File: src/rtl/wb_bus_arbiter_pkg.sv
// wb_arb_pkg: shared state/owner types for the two-master Wishbone arbiter
package wb_arb_pkg;
  typedef enum logic [1:0] {IDLE, GNT0, GNT1, ABORT} arb_state_t;
  typedef enum logic {OWN_M0, OWN_M1} owner_t;
  localparam logic [1:0] GRANT_NONE = 2'b00;
endpackage

File: src/rtl/wb_bus_arbiter_if.sv
// wb_bus_arbiter_if: one Wishbone B4 classic port; master drives the request, slave drives the termination
interface wb_bus_arbiter_if #(
  parameter int ADDR_W = 32,
  parameter int DATA_W = 32
);
  localparam int SEL_W = DATA_W / 8;
  logic              cyc;
  logic              stb;
  logic              we;
  logic [SEL_W-1:0]  sel;
  logic [ADDR_W-1:0] adr;
  logic [DATA_W-1:0] dat_mosi;
  logic              ack;
  logic              err;
  logic [DATA_W-1:0] dat_miso;
  modport master (output cyc, stb, we, sel, adr, dat_mosi, input ack, err, dat_miso);
  modport slave  (input cyc, stb, we, sel, adr, dat_mosi, output ack, err, dat_miso);
endinterface

File: src/rtl/wb_bus_arbiter_watchdog.sv
// wb_arb_watchdog: stall counter for WB_ARB_TIMEOUT_EN builds; expire_o flags the cycle the count reaches TIMEOUT_CYCLES
module wb_arb_watchdog #(
  parameter int TIMEOUT_CYCLES = 255
) (
  input  logic clk,
  input  logic rst,
  input  logic active_i,
  input  logic stall_i,
  input  logic clear_i,
  output logic expire_o
);
  localparam int CW = $clog2(TIMEOUT_CYCLES + 1);
  logic [CW-1:0] cnt_q, cnt_d;
  always_comb begin
    cnt_d    = (!active_i || clear_i) ? '0 : stall_i ? cnt_q + CW'(1) : cnt_q;
    expire_o = active_i && stall_i && !clear_i && (cnt_d == CW'(TIMEOUT_CYCLES));
  end
  always_ff @(posedge clk) begin
    if (!rst) cnt_q <= '0;
    else      cnt_q <= cnt_d;
  end
endmodule

File: src/rtl/wb_bus_arbiter.sv
// wb_bus_arbiter: round-robin two-master Wishbone arbiter with bus lock; WB_ARB_TIMEOUT_EN adds a stall watchdog
module wb_bus_arbiter
  import wb_arb_pkg::*;
#(
  parameter int ADDR_W         = 32,
  parameter int DATA_W         = 32,
  parameter int TIMEOUT_CYCLES = 255
) (
  input  logic             clk,
  input  logic             rst,
  wb_bus_arbiter_if.slave  m0,
  wb_bus_arbiter_if.slave  m1,
  wb_bus_arbiter_if.master s,
  output logic [1:0]       grant_out
);
  localparam int SEL_W = DATA_W / 8;
  if (TIMEOUT_CYCLES < 1) begin : g_bad_timeout
    $error("TIMEOUT_CYCLES must be >= 1");
  end
  arb_state_t state_q, state_d;
  owner_t last_owner_q, last_owner_d;
  logic g0, g1, ab, wd_expire;
  logic [ADDR_W-1:0] adr_mux;
  logic [SEL_W-1:0] sel_mux;
  logic [DATA_W-1:0] dat_mux;
`ifdef WB_ARB_TIMEOUT_EN
  wb_arb_watchdog #(.TIMEOUT_CYCLES(TIMEOUT_CYCLES)) u_watchdog (
    .clk      (clk),
    .rst      (rst),
    .active_i (g0 || g1),
    .stall_i  (s.stb),
    .clear_i  (s.ack || s.err),
    .expire_o (wd_expire)
  );
`else
  assign wd_expire = 1'b0;
`endif
  always_comb begin
    state_d      = state_q;
    last_owner_d = last_owner_q;
    unique case (state_q)
      IDLE: state_d = (m0.cyc && (!m1.cyc || last_owner_q == OWN_M1)) ? GNT0 : m1.cyc ? GNT1 : IDLE;
      GNT0: if (!m0.cyc || wd_expire) begin
        state_d      = m0.cyc ? ABORT : IDLE;
        last_owner_d = OWN_M0;
      end
      GNT1: if (!m1.cyc || wd_expire) begin
        state_d      = m1.cyc ? ABORT : IDLE;
        last_owner_d = OWN_M1;
      end
      default: state_d = IDLE;
    endcase
  end
  always_comb begin
    g0         = state_q == GNT0;
    g1         = state_q == GNT1;
    ab         = state_q == ABORT;
    grant_out  = g0 ? 2'b01 : g1 ? 2'b10 : GRANT_NONE;
    adr_mux    = g0 ? m0.adr : g1 ? m1.adr : '0;
    sel_mux    = g0 ? m0.sel : g1 ? m1.sel : '0;
    dat_mux    = g0 ? m0.dat_mosi : g1 ? m1.dat_mosi : '0;
    s.cyc      = g0 ? m0.cyc : g1 && m1.cyc;
    s.stb      = g0 ? m0.stb : g1 && m1.stb;
    s.we       = g0 ? m0.we : g1 && m1.we;
    s.adr      = adr_mux;
    s.sel      = sel_mux;
    s.dat_mosi = dat_mux;
    // during ABORT last_owner already names the aborted master
    m0.ack      = g0 && s.ack;
    m1.ack      = g1 && s.ack;
    m0.err      = (g0 && s.err) || (ab && last_owner_q == OWN_M0);
    m1.err      = (g1 && s.err) || (ab && last_owner_q == OWN_M1);
    m0.dat_miso = s.dat_miso;
    m1.dat_miso = s.dat_miso;
  end
  always_ff @(posedge clk) begin
    if (!rst) begin
      state_q      <= IDLE;
      last_owner_q <= OWN_M1;
    end else begin
      state_q      <= state_d;
      last_owner_q <= last_owner_d;
    end
  end
endmodule

File: src/flat_wrapper.sv
// flat-port wrapper written by rule: the top's interface ports become plain ports
module wb_bus_arbiter_flat import wb_arb_pkg::*;
#(
  parameter int ADDR_W         = 32,
  parameter int DATA_W         = 32,
  parameter int TIMEOUT_CYCLES = 255
)
  (clk, rst, grant_out, m0_cyc, m0_stb, m0_we, m0_sel, m0_adr, m0_dat_mosi, m0_ack, m0_err, m0_dat_miso, m1_cyc, m1_stb, m1_we, m1_sel, m1_adr, m1_dat_mosi, m1_ack, m1_err, m1_dat_miso, s_cyc, s_stb, s_we, s_sel, s_adr, s_dat_mosi, s_ack, s_err, s_dat_miso);
  wb_bus_arbiter_if #(.ADDR_W(ADDR_W), .DATA_W(DATA_W)) m0_i ();
  wb_bus_arbiter_if #(.ADDR_W(ADDR_W), .DATA_W(DATA_W)) m1_i ();
  wb_bus_arbiter_if #(.ADDR_W(ADDR_W), .DATA_W(DATA_W)) s_i ();
  input  logic clk;
  input  logic rst;
  output logic [1:0] grant_out;
  input wire logic [$bits(m0_i.cyc)-1:0] m0_cyc;
  input wire logic [$bits(m0_i.stb)-1:0] m0_stb;
  input wire logic [$bits(m0_i.we)-1:0] m0_we;
  input wire logic [$bits(m0_i.sel)-1:0] m0_sel;
  input wire logic [$bits(m0_i.adr)-1:0] m0_adr;
  input wire logic [$bits(m0_i.dat_mosi)-1:0] m0_dat_mosi;
  output wire logic [$bits(m0_i.ack)-1:0] m0_ack;
  output wire logic [$bits(m0_i.err)-1:0] m0_err;
  output wire logic [$bits(m0_i.dat_miso)-1:0] m0_dat_miso;
  input wire logic [$bits(m1_i.cyc)-1:0] m1_cyc;
  input wire logic [$bits(m1_i.stb)-1:0] m1_stb;
  input wire logic [$bits(m1_i.we)-1:0] m1_we;
  input wire logic [$bits(m1_i.sel)-1:0] m1_sel;
  input wire logic [$bits(m1_i.adr)-1:0] m1_adr;
  input wire logic [$bits(m1_i.dat_mosi)-1:0] m1_dat_mosi;
  output wire logic [$bits(m1_i.ack)-1:0] m1_ack;
  output wire logic [$bits(m1_i.err)-1:0] m1_err;
  output wire logic [$bits(m1_i.dat_miso)-1:0] m1_dat_miso;
  output wire logic [$bits(s_i.cyc)-1:0] s_cyc;
  output wire logic [$bits(s_i.stb)-1:0] s_stb;
  output wire logic [$bits(s_i.we)-1:0] s_we;
  output wire logic [$bits(s_i.sel)-1:0] s_sel;
  output wire logic [$bits(s_i.adr)-1:0] s_adr;
  output wire logic [$bits(s_i.dat_mosi)-1:0] s_dat_mosi;
  input wire logic [$bits(s_i.ack)-1:0] s_ack;
  input wire logic [$bits(s_i.err)-1:0] s_err;
  input wire logic [$bits(s_i.dat_miso)-1:0] s_dat_miso;
  assign m0_i.cyc = m0_cyc;
  assign m0_i.stb = m0_stb;
  assign m0_i.we = m0_we;
  assign m0_i.sel = m0_sel;
  assign m0_i.adr = m0_adr;
  assign m0_i.dat_mosi = m0_dat_mosi;
  assign m0_ack = m0_i.ack;
  assign m0_err = m0_i.err;
  assign m0_dat_miso = m0_i.dat_miso;
  assign m1_i.cyc = m1_cyc;
  assign m1_i.stb = m1_stb;
  assign m1_i.we = m1_we;
  assign m1_i.sel = m1_sel;
  assign m1_i.adr = m1_adr;
  assign m1_i.dat_mosi = m1_dat_mosi;
  assign m1_ack = m1_i.ack;
  assign m1_err = m1_i.err;
  assign m1_dat_miso = m1_i.dat_miso;
  assign s_cyc = s_i.cyc;
  assign s_stb = s_i.stb;
  assign s_we = s_i.we;
  assign s_sel = s_i.sel;
  assign s_adr = s_i.adr;
  assign s_dat_mosi = s_i.dat_mosi;
  assign s_i.ack = s_ack;
  assign s_i.err = s_err;
  assign s_i.dat_miso = s_dat_miso;
  wb_bus_arbiter #(.ADDR_W(ADDR_W), .DATA_W(DATA_W), .TIMEOUT_CYCLES(TIMEOUT_CYCLES)) u_core (.clk(clk), .rst(rst), .m0(m0_i), .m1(m1_i), .s(s_i), .grant_out(grant_out));
endmodule
File: config.mk
export PLATFORM = sky130hd
export DESIGN_NAME = wb_bus_arbiter_flat
export DESIGN_NICKNAME = d
export VERILOG_FILES = /design/src/rtl/wb_bus_arbiter_pkg.sv /design/src/rtl/wb_bus_arbiter_if.sv /design/src/rtl/wb_bus_arbiter_watchdog.sv /design/src/rtl/wb_bus_arbiter.sv /design/src/flat_wrapper.sv
export SDC_FILE = /design/constraint.sdc
export NUM_CORES = 1
export LEC_CHECK = 0
export ABC_AREA = 1
export CAP_MARGIN = 5
export CORE_AREA = 3 3 124 126
export CTS_BUF_LIST = sky130_fd_sc_hd__clkbuf_8
export CTS_CLUSTER_SIZE = 24
export DETAILED_ROUTE_END_ITERATION = 7
export DIE_AREA = 0 0 127 129
export GPL_ROUTABILITY_DRIVEN = 0
export PLACE_DENSITY = 0.55
export REMOVE_ABC_BUFFERS = 1
export SETUP_SLACK_MARGIN = 0.4
export SLEW_MARGIN = 25
export SYNTH_ARGS = -nofsm -noshare
export SYNTH_HDL_FRONTEND = slang
export SYNTH_SLANG_ARGS = --single-unit
File: constraint.sdc
create_clock -name clk -period 3.1 [get_ports clk]
set_input_delay 0.465 -clock clk [delete_from_list [all_inputs] [get_ports clk]]
set_output_delay 0.465 -clock clk [all_outputs]
set_load 0.005 [all_outputs]
==> summary.md <==
| Metric | Value |
|---|---|
| Switching power | 0.000161 W |
| Placed cell count | 652 |
| Number of global-route vias before repair | 2,159 |
| Remaining max-slew budget at the tightest pin | 73.1% |
| Critical-path top delay cell | clkdlybuf4s50_1 |
| Layout Skew | 0.00321 ns |
| GRT met1 Usage | 12.3% |
| Detailed Route Iter0 Violations | 47 |
| Proportion of power drawn by flip-flops and latches | 7.7% |
| Ratio of cells with drive above 1 in the final layout | 2.33% |
| First drt pass iteration count | 4 |
| Max IR drop VDD | 151 µV |
| Final cell count without fillers | 656 |
| Clock root buffer | clkbuf_8 |
| Unique masters post-synth | 15 |
| Type of the worst setup path | reg2out |
| Setup violators final | 0 |
| Crit path launch type | flip-flop |
| Run status | finished, final reports clean |
| Cell chain of the critical path | nand2_2 > inv_2 > buf_4 > nand2_1 > nand2_1 > clkdlybuf4s50_1 |
| Count of yosys warnings during synthesis | 0 |
| HPWL after DPL | 8.38 mm |
| Area growth from synthesis to layout | 125% |
| Min Clock Period, post-route | 2.42 ns |
| H-tree lvl count | 1 |
| Setup Fix Bufs, Post-CTS | 0 |
| Crit path max-delay family | buffers and inverters |
| Hold buffer count at CTS | 0 |
| Fraction of the core area covered by cells at the end of the flow | 24.4% |
| Final worst path period share | 78.1% |
| Count of buffer and inverter cells on the critical path | 3 |
| RSZ-0062 raised after global routing | false |
| Netlist Area Pre-Place | 0.00156 mm² |
| Maximum fanout encountered on the critical timing path | 39 |
| Met2 GRT Util | 14.1% |
| Most frequent cells in the layout | clkdlybuf4s50_1 (222), nand2_1 (215), inv_1 (8) |
| Count of port buffers added during placement | 222 |
| Reg-to-reg critical path startpoint | u_core.state_q[0]$_SDFFE_PN0P_ |
| CTS buffer count | 3 |
| Slew at the pin closest to its max-slew limit | 0.404 ns |
| Nets | 651 |
| Sum of routed wire length over all layers | 9.94 mm |
| TritonCTS clock tree | yes |
| Via count | 2,376 |
| Max Clock Freq | 0.413 GHz |
| Combinational cell fraction of total power | 73.2% |
| Total power per unit cell area | 165 mW/mm² |
| Worst hold slack across all endpoints | 0.512 ns |
| Synth Area per Inst | 4.85 µm² |
| Maximum number of pins on one net before global-route repair | 56 |
| Post-detailed-route count of antenna-violating nets | 0 |
| Antenna violations before repair | 0 |
| Wire length of the first global-routing pass | 13.3 mm |
| Gr ovfl total | 0 |
| Cell Int Power | 0.000421 W |
| Global-route usage over all layers | 10.6% |
| Hold_sp | u_core.last_owner_q$_SDFFE_PN1P_ |
| Die footprint | 0.0164 mm² |
| Final-layout fill cell count | 1,636 |
| Cell count after synthesis | 322 |
| Met3 track demand over resource | 10.3% |
| Most numerous cell on the critical path | nand2_1 |
| Leading cell type in the layout, fill and taps excluded | clkdlybuf4s50_1 |
| Effective utilization at floorplan | 10.8% |
| Number of maximum-capacitance violations | 0 |
| Row cnt | 44 |
| Endpoint kind of the worst setup timing path | output pin |
| Fraction of the yosys area taken by sequential cells | 3.84% |
| Top-level I/O count | 319 |
| Logic depth of the worst register-to-register path | 3 |
| Drt wl/cell | 15.2 µm |
| Leakage | 1.57 nW |
| Number of remaining DRC errors | 0 |
| Layer with the highest usage | met2 |
| Fraction of power spent switching nets | 27.7% |
| Setup TNS | 0 ns |
| Hold-critical path depth | 1 |
| Kind of path behind the tightest hold check | reg2reg |
| Number of buffers on the longest clock path | 2 |
| Post-cts repair resize count | 0 |
| Clock latency on the worst-skew pair | 0.22 ns |
| Clock network power share | 19.2% |
| Floorplan Core Area | 0.0144 mm² |
| Count of final max-slew check failures | 0 |
| Width of the chip | 127 µm |
| Number of vias per cell after detailed routing | 3.62 |
| Beginning of the critical path | u_core.state_q[0]$_SDFFE_PN0P_ |
| Antenna diode instance count | 0 |
| Die boundary height | 129 µm |
| Number of synthesized register bits | 3 |
| Cell count along the critical path | 6 |
| Clock-pin slew reported for the worst setup and hold paths after clock tree synthesis | 0.03 ns |
| Num Clock Sinks | 3 |
| Stage delay of the slowest cell on the critical path | 0.50 ns |
| Final Hold Violating Endpoints | 0 |
| Data arrival time of the worst path | 1.96 ns |
| Required time of the worst setup path | 2.63 ns |
==> path summary, 6_finish.rpt <==
kind | to | slack [ns]
setup / recovery | s_dat_mosi[1] | 0.68
hold reg to reg | u_core.state_q[1]$_SDFFE_PN0P_ | 0.51
hold / removal | u_core.state_q[1]$_SDFFE_PN0P_ | 0.51
setup reg to reg | u_core.last_owner_q$_SDFFE_PN1P_ | 2.08
==> per-layer routing <==
metal	wire length [µm]	vias up	share of wire [%]
met2	3820	210	38
met5	155	-	1.6
li1	-	1188	-
met3	1970	6	20
met4	21	4	0.21
met1	3980	968	40
==> synthesized netlist by cell type <==
cell type,count,share of area (%)
nor3_1,1,0.32
inv_2,2,0.48
nand2_2,1,0.40
nand3_1,3,0.96
buf_2,7,2.2
o22ai_1,1,0.40
o21ai_0,2,0.64
nand2_1,215,52
a21oi_1,1,0.32
dfxtp_1,3,3.8
inv_1,7,1.7
nor2_1,4,0.96
buf_4,73,35
nor2_4,1,0.72
o21ai_1,1,0.32
==> through the flow <==
| stage | setup slack (ns) | cell area, µm² | power (W) |
|---|---|---|---|
| floorplan | 1.11 | 980 | 0.000135 |
| global placement | 0.802 | 3470 | 0.000477 |
| detailed placement | 0.859 | 3470 | 0.000475 |
| CTS | 0.616 | 3520 | 0.000593 |
| global route | 0.499 | 3520 | 0.000626 |
| finish | 0.679 | 3520 | 0.000582 |
==> cells by family after synthesis <==
group	Yosys count	synth area share [%]
buf+inv	89	39.5
compound gates	5	1.68
flops	3	3.84
simple gates	225	55.0
==> state kept, by name, indices dropped and copies added, names as in the netlist <==
register and cells:
u_core.last_owner_q 1, u_core.state_q 2
==> power groups by stage <==
stage	sequential [W]	clock, W	combinational, W
global route	0.0000452	0.000119	0.000462
floorplan	0.0000445	0	0.0000905
global placement	0.0000450	0	0.000432
CTS	0.0000445	0.000115	0.000433
finish	0.0000446	0.000111	0.000426
detailed placement	0.0000450	0	0.000430
==> cell type report <==
type	instances	area, µm²	share of cell area [%]
clock inverter	1	3.75	0.107
sequential	3	60.1	1.71
multi-input combinational	230	886	25.2
timing repair buffer	226	2260	64.3
inverter	9	33.8	0.960
tap	184	230	6.54
clock buffer	3	41.3	1.17
==> worst register-to-register path, cell delays in order, from the launching register on <==
cell and delay, ns:
dfxtp_1 0.46, nand2_2 0.14, o21ai_0 0.23, nand2_1 0.08
Note: power is estimated with default switching activity, not from simulation.
